## config.mk

```make
export PLATFORM = sky130hd
export DESIGN_NAME = axi_wr_dispatch_flat
export DESIGN_NICKNAME = d
export VERILOG_FILES = /design/src/rtl/axi_wr_dispatch_if.sv /design/src/rtl/axi_wr_dispatch.sv /design/src/flat_wrapper.sv
export SDC_FILE = /design/constraint.sdc
export NUM_CORES = 1
export LEC_CHECK = 0
export ABC_AREA = 0
export BUFFER_PORTS_ARGS = -buffer_cell sky130_fd_sc_hd__clkbuf_2
export CAP_MARGIN = 25
export CORE_UTILIZATION = 47
export DETAILED_ROUTE_END_ITERATION = 7
export PLACE_DENSITY = 0.84
export SLEW_MARGIN = 30
export SYNTH_ARGS = -nofsm -noshare
export SYNTH_HDL_FRONTEND = slang
export SYNTH_SLANG_ARGS = --single-unit
```

## constraint.sdc

```tcl
create_clock -name clk -period 4 [get_ports clk]
set_input_delay 0.4 -clock clk [delete_from_list [all_inputs] [get_ports clk]]
set_output_delay 0.4 -clock clk [all_outputs]
set_load 0.01 [all_outputs]
```

## src/rtl/axi_wr_dispatch_if.sv

```systemverilog
// Bundle of the AXI-write beat input and the FIFO/IRAM/WRAM write sides of axi_wr_dispatch.
// slave = dispatcher view, master = upstream/target environment view.
interface axi_wr_dispatch_if #(
  parameter int ADDR_W = 11,
  parameter int DATA_W = 32,
  parameter int STRB_W = 4
);
  logic              axi_wr_vld;
  logic [ADDR_W-1:0] axi_wr_addr;
  logic [DATA_W-1:0] axi_wr_data;
  logic [STRB_W-1:0] axi_wr_strb;
  logic [1:0]        axi_wr_region;
  logic              fifo_full;
  logic              fifo_push;
  logic [DATA_W-1:0] fifo_wdata;
  logic              iram_req;
  logic              iram_ack;
  logic              wram_req;
  logic              wram_ack;
  logic [ADDR_W-3:0] ram_addr;
  logic [DATA_W-1:0] ram_wdata;
  logic [STRB_W-1:0] ram_wstrb;
  logic              fifo_wr_done;
  logic              fifo_err;
  logic              iram_wr_done;
  logic              wram_wr_done;
  logic              dispatch_ovf;

  modport slave (
    input  axi_wr_vld, axi_wr_addr, axi_wr_data, axi_wr_strb, axi_wr_region,
           fifo_full, iram_ack, wram_ack,
    output fifo_push, fifo_wdata, iram_req, wram_req, ram_addr, ram_wdata, ram_wstrb,
           fifo_wr_done, fifo_err, iram_wr_done, wram_wr_done, dispatch_ovf
  );

  modport master (
    output axi_wr_vld, axi_wr_addr, axi_wr_data, axi_wr_strb, axi_wr_region,
           fifo_full, iram_ack, wram_ack,
    input  fifo_push, fifo_wdata, iram_req, wram_req, ram_addr, ram_wdata, ram_wstrb,
           fifo_wr_done, fifo_err, iram_wr_done, wram_wr_done, dispatch_ovf
  );
endinterface

```

## src/rtl/axi_wr_dispatch.sv

```systemverilog
// Routes one AXI write beat at a time to the command FIFO, IRAM or WRAM and returns one done pulse.
// Optional ISSUE watchdog enabled by defining AXI_WR_DISP_TIMEOUT_EN.
module axi_wr_dispatch #(
  parameter int ADDR_W         = 11,
  parameter int DATA_W         = 32,
  parameter int STRB_W         = 4,
  parameter int TIMEOUT_CYCLES = 255
) (
  input  logic                clk,
  input  logic                rst_n,
  axi_wr_dispatch_if.slave    bus
);
  typedef enum logic [1:0] {IDLE, ISSUE, DONE} state_t;

  localparam logic [1:0] RG_FIFO = 2'b00;
  localparam logic [1:0] RG_IRAM = 2'b01;
  localparam logic [1:0] RG_WRAM = 2'b10;

  state_t            state;
  logic [1:0]        cap_region;
  logic [ADDR_W-3:0] cap_waddr;
  logic [DATA_W-1:0] cap_data;
  logic [STRB_W-1:0] cap_strb;
  logic              iram_req_q, wram_req_q;
  logic              fdone_q, ferr_q, idone_q, wdone_q, ovf_q;
  logic              issue_ok;
  logic              tmo_hit;

  // Byte-lane bits of the address do not reach the word-addressed RAMs.
  logic unused_addr_lsb;
  assign unused_addr_lsb = ^bus.axi_wr_addr[1:0];

`ifdef AXI_WR_DISP_TIMEOUT_EN
  localparam int CNT_W = ($clog2(TIMEOUT_CYCLES + 1) > 8) ? $clog2(TIMEOUT_CYCLES + 1) : 8;
  logic [CNT_W-1:0] tmo_cnt;
  // Counter holds (ISSUE cycles - 1); fires on the TIMEOUT_CYCLES-th ISSUE cycle.
  assign tmo_hit = (state == ISSUE) && (tmo_cnt == CNT_W'(TIMEOUT_CYCLES - 1));
`else
  localparam int unused_tmo_cycles = TIMEOUT_CYCLES;
  assign tmo_hit = 1'b0;
`endif

  // Target accepted the beat this cycle (invalid region completes immediately).
  always_comb begin
    issue_ok = 1'b0;
    case (cap_region)
      RG_FIFO: issue_ok = !bus.fifo_full;
      RG_IRAM: issue_ok = iram_req_q && bus.iram_ack;
      RG_WRAM: issue_ok = wram_req_q && bus.wram_ack;
      default: issue_ok = 1'b1;
    endcase
  end

  always_ff @(posedge clk or negedge rst_n) begin
    if (!rst_n) begin
      state      <= IDLE;
      cap_region <= '0;
      cap_waddr  <= '0;
      cap_data   <= '0;
      cap_strb   <= '0;
      iram_req_q <= 1'b0;
      wram_req_q <= 1'b0;
      fdone_q    <= 1'b0;
      ferr_q     <= 1'b0;
      idone_q    <= 1'b0;
      wdone_q    <= 1'b0;
      ovf_q      <= 1'b0;
`ifdef AXI_WR_DISP_TIMEOUT_EN
      tmo_cnt    <= '0;
`endif
    end else begin
      fdone_q <= 1'b0;
      ferr_q  <= 1'b0;
      idone_q <= 1'b0;
      wdone_q <= 1'b0;
      if (bus.axi_wr_vld && state != IDLE) ovf_q <= 1'b1;
      case (state)
        IDLE: if (bus.axi_wr_vld) begin
          cap_region <= bus.axi_wr_region;
          cap_waddr  <= bus.axi_wr_addr[ADDR_W-1:2];
          cap_data   <= bus.axi_wr_data;
          cap_strb   <= bus.axi_wr_strb;
          iram_req_q <= (bus.axi_wr_region == RG_IRAM);
          wram_req_q <= (bus.axi_wr_region == RG_WRAM);
`ifdef AXI_WR_DISP_TIMEOUT_EN
          tmo_cnt    <= '0;
`endif
          state      <= ISSUE;
        end
        ISSUE: begin
`ifdef AXI_WR_DISP_TIMEOUT_EN
          tmo_cnt <= tmo_cnt + 1'b1;
`endif
          // A real completion in the watchdog's last cycle still counts as success.
          if (issue_ok || tmo_hit) begin
            iram_req_q <= 1'b0;
            wram_req_q <= 1'b0;
            fdone_q    <= !issue_ok || cap_region == RG_FIFO || cap_region == 2'b11;
            ferr_q     <= !issue_ok || cap_region == 2'b11;
            idone_q    <= issue_ok && cap_region == RG_IRAM;
            wdone_q    <= issue_ok && cap_region == RG_WRAM;
            state      <= DONE;
          end
        end
        DONE:    state <= IDLE;
        default: state <= IDLE;
      endcase
    end
  end

  // Push qualifies on the live fifo_full so a full FIFO is never pushed.
  assign bus.fifo_push    = (state == ISSUE) && (cap_region == RG_FIFO) && !bus.fifo_full;
  assign bus.fifo_wdata   = cap_data;
  assign bus.iram_req     = iram_req_q;
  assign bus.wram_req     = wram_req_q;
  assign bus.ram_addr     = cap_waddr;
  assign bus.ram_wdata    = cap_data;
  assign bus.ram_wstrb    = cap_strb;
  assign bus.fifo_wr_done = fdone_q;
  assign bus.fifo_err     = ferr_q;
  assign bus.iram_wr_done = idone_q;
  assign bus.wram_wr_done = wdone_q;
  assign bus.dispatch_ovf = ovf_q;
endmodule

```

## src/flat_wrapper.sv

```systemverilog
// flat-port wrapper written by rule: the top's interface ports become plain ports
module axi_wr_dispatch_flat 
#(
  parameter int ADDR_W         = 11,
  parameter int DATA_W         = 32,
  parameter int STRB_W         = 4,
  parameter int TIMEOUT_CYCLES = 255
)
  (clk, rst_n, bus_axi_wr_vld, bus_axi_wr_addr, bus_axi_wr_data, bus_axi_wr_strb, bus_axi_wr_region, bus_fifo_full, bus_iram_ack, bus_wram_ack, bus_fifo_push, bus_fifo_wdata, bus_iram_req, bus_wram_req, bus_ram_addr, bus_ram_wdata, bus_ram_wstrb, bus_fifo_wr_done, bus_fifo_err, bus_iram_wr_done, bus_wram_wr_done, bus_dispatch_ovf);
  axi_wr_dispatch_if #(.ADDR_W(ADDR_W), .DATA_W(DATA_W), .STRB_W(STRB_W)) bus_i ();
  input  logic clk;
  input  logic rst_n;
  input wire logic [$bits(bus_i.axi_wr_vld)-1:0] bus_axi_wr_vld;
  input wire logic [$bits(bus_i.axi_wr_addr)-1:0] bus_axi_wr_addr;
  input wire logic [$bits(bus_i.axi_wr_data)-1:0] bus_axi_wr_data;
  input wire logic [$bits(bus_i.axi_wr_strb)-1:0] bus_axi_wr_strb;
  input wire logic [$bits(bus_i.axi_wr_region)-1:0] bus_axi_wr_region;
  input wire logic [$bits(bus_i.fifo_full)-1:0] bus_fifo_full;
  input wire logic [$bits(bus_i.iram_ack)-1:0] bus_iram_ack;
  input wire logic [$bits(bus_i.wram_ack)-1:0] bus_wram_ack;
  output wire logic [$bits(bus_i.fifo_push)-1:0] bus_fifo_push;
  output wire logic [$bits(bus_i.fifo_wdata)-1:0] bus_fifo_wdata;
  output wire logic [$bits(bus_i.iram_req)-1:0] bus_iram_req;
  output wire logic [$bits(bus_i.wram_req)-1:0] bus_wram_req;
  output wire logic [$bits(bus_i.ram_addr)-1:0] bus_ram_addr;
  output wire logic [$bits(bus_i.ram_wdata)-1:0] bus_ram_wdata;
  output wire logic [$bits(bus_i.ram_wstrb)-1:0] bus_ram_wstrb;
  output wire logic [$bits(bus_i.fifo_wr_done)-1:0] bus_fifo_wr_done;
  output wire logic [$bits(bus_i.fifo_err)-1:0] bus_fifo_err;
  output wire logic [$bits(bus_i.iram_wr_done)-1:0] bus_iram_wr_done;
  output wire logic [$bits(bus_i.wram_wr_done)-1:0] bus_wram_wr_done;
  output wire logic [$bits(bus_i.dispatch_ovf)-1:0] bus_dispatch_ovf;
  assign bus_i.axi_wr_vld = bus_axi_wr_vld;
  assign bus_i.axi_wr_addr = bus_axi_wr_addr;
  assign bus_i.axi_wr_data = bus_axi_wr_data;
  assign bus_i.axi_wr_strb = bus_axi_wr_strb;
  assign bus_i.axi_wr_region = bus_axi_wr_region;
  assign bus_i.fifo_full = bus_fifo_full;
  assign bus_i.iram_ack = bus_iram_ack;
  assign bus_i.wram_ack = bus_wram_ack;
  assign bus_fifo_push = bus_i.fifo_push;
  assign bus_fifo_wdata = bus_i.fifo_wdata;
  assign bus_iram_req = bus_i.iram_req;
  assign bus_wram_req = bus_i.wram_req;
  assign bus_ram_addr = bus_i.ram_addr;
  assign bus_ram_wdata = bus_i.ram_wdata;
  assign bus_ram_wstrb = bus_i.ram_wstrb;
  assign bus_fifo_wr_done = bus_i.fifo_wr_done;
  assign bus_fifo_err = bus_i.fifo_err;
  assign bus_iram_wr_done = bus_i.iram_wr_done;
  assign bus_wram_wr_done = bus_i.wram_wr_done;
  assign bus_dispatch_ovf = bus_i.dispatch_ovf;
  axi_wr_dispatch #(.ADDR_W(ADDR_W), .DATA_W(DATA_W), .STRB_W(STRB_W), .TIMEOUT_CYCLES(TIMEOUT_CYCLES)) u_core (.clk(clk), .rst_n(rst_n), .bus(bus_i));
endmodule
```

Word level (Yosys, flattened, before mapping)
Cells that the tools add are included.
- memories kept: 0
- bits in latches: 0
- word-level logic and storage cells: 56
- ROM bits: 0
- bits in writable memories: 0
- output and inout port bits: 85
- register bits: 56
- reduce and logical (&&, ||, !) cells: 19
- bitwise gates (word level): 0
- divide/modulo/power cells: 0
- magnitude comparators: 0
- multiplexer cells: 17
- shift operators: 0
- $add $sub $neg: 0
- multipliers: 0
- equality and inequality tests: 8
- operators by type and width (cell ; number):
    $mux 1 ; 11
    $logic_and 1x1->1 ; 7
    $eq 2x1->1 const B ; 3
    $eq 2x2->1 const B ; 3
    $logic_not 2->1 ; 2
    $mux 2 ; 2
    $pmux 1 s2 ; 2
    $pmux 2 s2 ; 1
    $reduce_and 2->1 ; 2
    $reduce_bool 2->1 ; 2
    $logic_or 1x1->1 ; 3
    $pmux 1 s3 ; 1
    $reduce_and 3->1 ; 1
    $logic_not 1->1 ; 2
    $ne 2x1->1 const B ; 1
    $ne 2x2->1 const B ; 1

Depth between registers and ports, before layout
- depth in word-level cells: 7
- mapped depth: 5
- mapped depth without buffers: 3

Worst setup path before layout
Ideal clock, no wire load.
- kind: register to output
- start: register u_core.state[1]
- end: output bus_fifo_push
- setup slack: 2586 ps
- data arrival time: 1014 ps
- cell stages (with the launch flop): 3
- required time: 3600 ps
- path buffers: 0
- cells stage by stage: dfrtp_1 nand2b_1 nor4_1
- cells in the longest elaborated chain, start to end: 3
- RTL lines (element ; line ; text):
    start, declared ; axi_wr_dispatch.sv:19 ; state_t state;
    start signal, assigned ; axi_wr_dispatch.sv:56 ; state <= IDLE;
    start signal, assigned ; axi_wr_dispatch.sv:88 ; state <= ISSUE;
    start signal, assigned ; axi_wr_dispatch.sv:102 ; state <= DONE;
    $eq 2x1->1 ; axi_wr_dispatch.sv:112 ; assign bus.fifo_push = (state == ISSUE) && (cap_region == RG_FIFO) && !bus.fifo_full;
    $logic_and 1x1->1 (2 in series) ; axi_wr_dispatch.sv:112 ;
    end, declared ; flat_wrapper.sv:21 ; output wire logic [$bits(bus_i.fifo_push)-1:0] bus_fifo_push;
Every way passes these cells.

Final worst setup path
Ends and elaborated chain as after synthesis.

==> impl_metrics.env <==
export IMPL_timing_final_crit_share_pct=45.8
export IMPL_drt_iter0_markers=129
export IMPL_required_ns=3.60
export IMPL_first_global_vias=1610
export IMPL_synth_xor_area_share_pct=0
export IMPL_number_of_antenna_diodes=0
export IMPL_grt_overflow_total=0
export IMPL_synth_mux_area_fraction_pct=0
export IMPL_floorplan_die_area_sq_um=5440
export IMPL_clk_path_buf_depth=2
export IMPL_avgViaCountPerCell=4.53
export IMPL_clkLatencyLatePin_ns=0.29
export IMPL_cts_made_buffers=5
export IMPL_first_pass_grt_wire_length_microns=7070
export IMPL_timing_setup_critical_path_class="flop to output pin"
export IMPL_synth_adder_area_share_pct=0
export IMPL_number_of_antenna_violations_at_the_first_check_in_global_routing=0
export IMPL_post_synth_and_or_nand_nor_area_fraction_pct=25.6
export IMPL_share_of_the_synthesized_area_in_compound_gates_ao_oa_aoi_oai_pct=3.25
export IMPL_ctsResizeCount=0
export IMPL_pre_cts_ws_ns=2.16
export IMPL_critPathArrivalTime_ns=1.43
export IMPL_met3_usage_pct=4.53
export IMPL_num_io_pins=140
export IMPL_detail_route_first_pass_iterations=4
export IMPL_min_delay_path_class="input pin to flop"
export IMPL_place_gp_congestion=0.667
export IMPL_fp_row_count=25
export IMPL_critPathLaunchType="flop"
export IMPL_ys_seq_elements=56
export IMPL_timing_slew_headroom_pct=55.0
export IMPL_grt_start_max_net_pins=51
export IMPL_fmax_mhz=546
export IMPL_layout_common_cells="sky130_fd_sc_hd__nand2_1, sky130_fd_sc_hd__clkbuf_2, sky130_fd_sc_hd__dfrtp_1, sky130_fd_sc_hd__clkbuf_8, sky130_fd_sc_hd__o21ai_0"
export IMPL_clk_transition_reported_paths_ns=0.09
export IMPL_hold_viol=0
export IMPL_synth_avg_cell_area_sq_um=9.14
export IMPL_nets=424
export IMPL_ctsHtreeMaxLevel=2
export IMPL_yosys_warning_total=0
export IMPL_core_region_area_sq_um=4850
export IMPL_postLayoutCoreUtil_pct=61.9
export IMPL_synth_seq_area_share_pct=57.9
export IMPL_chipWidth_microns=73.8
export IMPL_place_inst=428
export IMPL_cap_violations=0
export IMPL_post_cts_buffers=0
export IMPL_initial_core_util_pct=50.0
export IMPL_port_buffer_count=137
export IMPL_detailroute_via_count=1978
export IMPL_p_leak_nw=1.78
export IMPL_final_period_minus_worst_setup_slack_ns=1.83
export IMPL_worst_clock_skew_ns=0.00196
export IMPL_final_cell_area_sq_um=3000
export IMPL_netlist_area_pre_place_sq_um=2420
export IMPL_wire_per_inst_microns=10.7
export IMPL_tritoncts="done"
export IMPL_grt_use_total_pct=17.2
export IMPL_place_hpwl_microns=3410
export IMPL_flow_area_growth_from_synthesis_pct=23.8
export IMPL_drive_gt1_share_pct=40.3
export IMPL_route_detailed_drc=0
export IMPL_holdBufCountCts=1
export IMPL_layout_filler_cells=427
export IMPL_status="finished, final reports clean"
export IMPL_met1_usage_pct=21.6
export IMPL_synth_top_family_by_area="simple AND/OR/NAND/NOR gates"
export IMPL_gr_max_usage_layer="met2"
export IMPL_totalNegativeSetupSlack_ns=0
export IMPL_finalSetupViolCount=0
export IMPL_critPathCaptureType="output pin"
export IMPL_gr_usage_met2_pct=29.4
export IMPL_postPlaceCellArea_sq_um=2900
export IMPL_clock_sinks=56
export IMPL_postSynthCellCount=265
export IMPL_layout_commonest_cell="sky130_fd_sc_hd__nand2_1"
export IMPL_synth_lib_cells_used_distinct=22
export IMPL_stdcell_count=437
export IMPL_drv_slew=0
export IMPL_synth_fp_nets=320
export IMPL_rsz0062_at_grt="false"
export IMPL_wirelength_microns=4670
export IMPL_clockRootBuffer="sky130_fd_sc_hd__clkbuf_8"
export IMPL_pwr_density_cell_nw_per_um2=797
export IMPL_worst_slew_pin_transition_ns=0.674
export IMPL_vdd_ir_drop_max_uv=397
export IMPL_crit_path_max_fanout=7
export IMPL_die_h_microns=73.8
export IMPL_route_antenna_remaining_nets=0
export IMPL_finalWorstSetupSlack_ns=2.17
-- layer usage --
metal	vias to the layer above	wire, microns
li1	990	-
met1	903	1970
met2	83	2430
met3	2	249
met4	0	17
met5	-	0
-- registers in the layout, summed over array words and instances, names as in the netlist, 2 cells and up --
signal and flops:
u_core.bus.ram_addr 9, u_core.cap_region 2, u_core.bus.fifo_wdata 32, u_core.state 2
u_core.bus.ram_wstrb 4
-- final cells by class --
| class | count | area (sq um) | area share (%) |
|---|---|---|---|
| clock buffer | 8 | 90.1 | 3.00 |
| inverter | 2 | 7.51 | 0.250 |
| multi-input combinational | 164 | 706 | 23.5 |
| sequential | 56 | 1400 | 46.7 |
| tap | 67 | 83.8 | 2.80 |
| timing repair buffer | 140 | 711 | 23.7 |
-- logic make-up after synthesis --
| logic type | count (synthesis) |
|---|---|
| AO/OA/AOI/OAI | 10 |
| AND/OR/NAND/NOR | 154 |
| buffers and inverters | 45 |
| flip-flops | 56 |
-- Yosys cell counts --
library cell	n	area (sq um)
sky130_fd_sc_hd__o21ba_2	1	10.0
sky130_fd_sc_hd__nand2_1	140	526
sky130_fd_sc_hd__a221oi_4	1	26.3
sky130_fd_sc_hd__nand2b_1	2	12.5
sky130_fd_sc_hd__o21ai_1	2	10.0
sky130_fd_sc_hd__nor3_1	2	10.0
sky130_fd_sc_hd__buf_2	7	35.0
sky130_fd_sc_hd__o21ai_0	4	20.0
sky130_fd_sc_hd__or3b_4	1	11.3
sky130_fd_sc_hd__buf_6	3	33.8
sky130_fd_sc_hd__nor3b_2	1	12.5
sky130_fd_sc_hd__nor2_1	1	3.75
sky130_fd_sc_hd__inv_1	2	7.51
sky130_fd_sc_hd__nor2b_1	1	6.26
sky130_fd_sc_hd__nand3b_1	2	15.0
sky130_fd_sc_hd__clkbuf_2	1	5.00
sky130_fd_sc_hd__dfrtp_1	56	1400
sky130_fd_sc_hd__nor4_1	3	18.8
sky130_fd_sc_hd__buf_4	32	240
sky130_fd_sc_hd__a22oi_1	1	7.51
sky130_fd_sc_hd__a21oi_1	1	5.00
sky130_fd_sc_hd__nand3_1	1	5.00
-- worst max-delay path, stage by stage, from the launching register on --
cell and delay (ns):
sky130_fd_sc_hd__dfrtp_1 0.43, sky130_fd_sc_hd__nand2b_1 0.29, sky130_fd_sc_hd__nor4_1 0.24, sky130_fd_sc_hd__clkbuf_2 0.18
-- final timing paths --
check | startpoint | endpoint | slack, ns | cells after the start
max in group asynchronous | rst_n | u_core.bus.fifo_wdata[17]$_DFFE_PN0P_ | 2.71 | 3
min reg2reg | u_core.bus.dispatch_ovf$_DFFE_PN0P_ | u_core.bus.dispatch_ovf$_DFFE_PN0P_ | 0.48 | 1
max reg2reg | u_core.state[0]$_DFFE_PN0P_ | u_core.bus.iram_req$_DFFE_PN0P_ | 2.22 | 4
max | u_core.state[1]$_DFFE_PN0P_ | bus_fifo_push | 2.17 | 3
min in group asynchronous | rst_n | u_core.cap_region[1]$_DFFE_PN0P_ | 0.46 | 2
min | bus_axi_wr_addr[8] | u_core.bus.ram_addr[6]$_DFFE_PN0P_ | 0.29 | 3
-- report_power, final --
group / internal (mW) / leakage (nW) / switching, mW
clock network: 0.142 / 0.0455 / 0.161
registers: 0.821 / 0.697 / 0.187
logic: 0.433 / 1.04 / 0.647
-- stage by stage --
stage,total power [mW],hold slack (ns)
global route,2.59,0.275
CTS,2.42,0.276
detailed placement,2.11,0.241
global placement,2.08,0.236
finish,2.39,0.288
floorplan,1.84,0.104
Power figures use the tool's default switching activity.
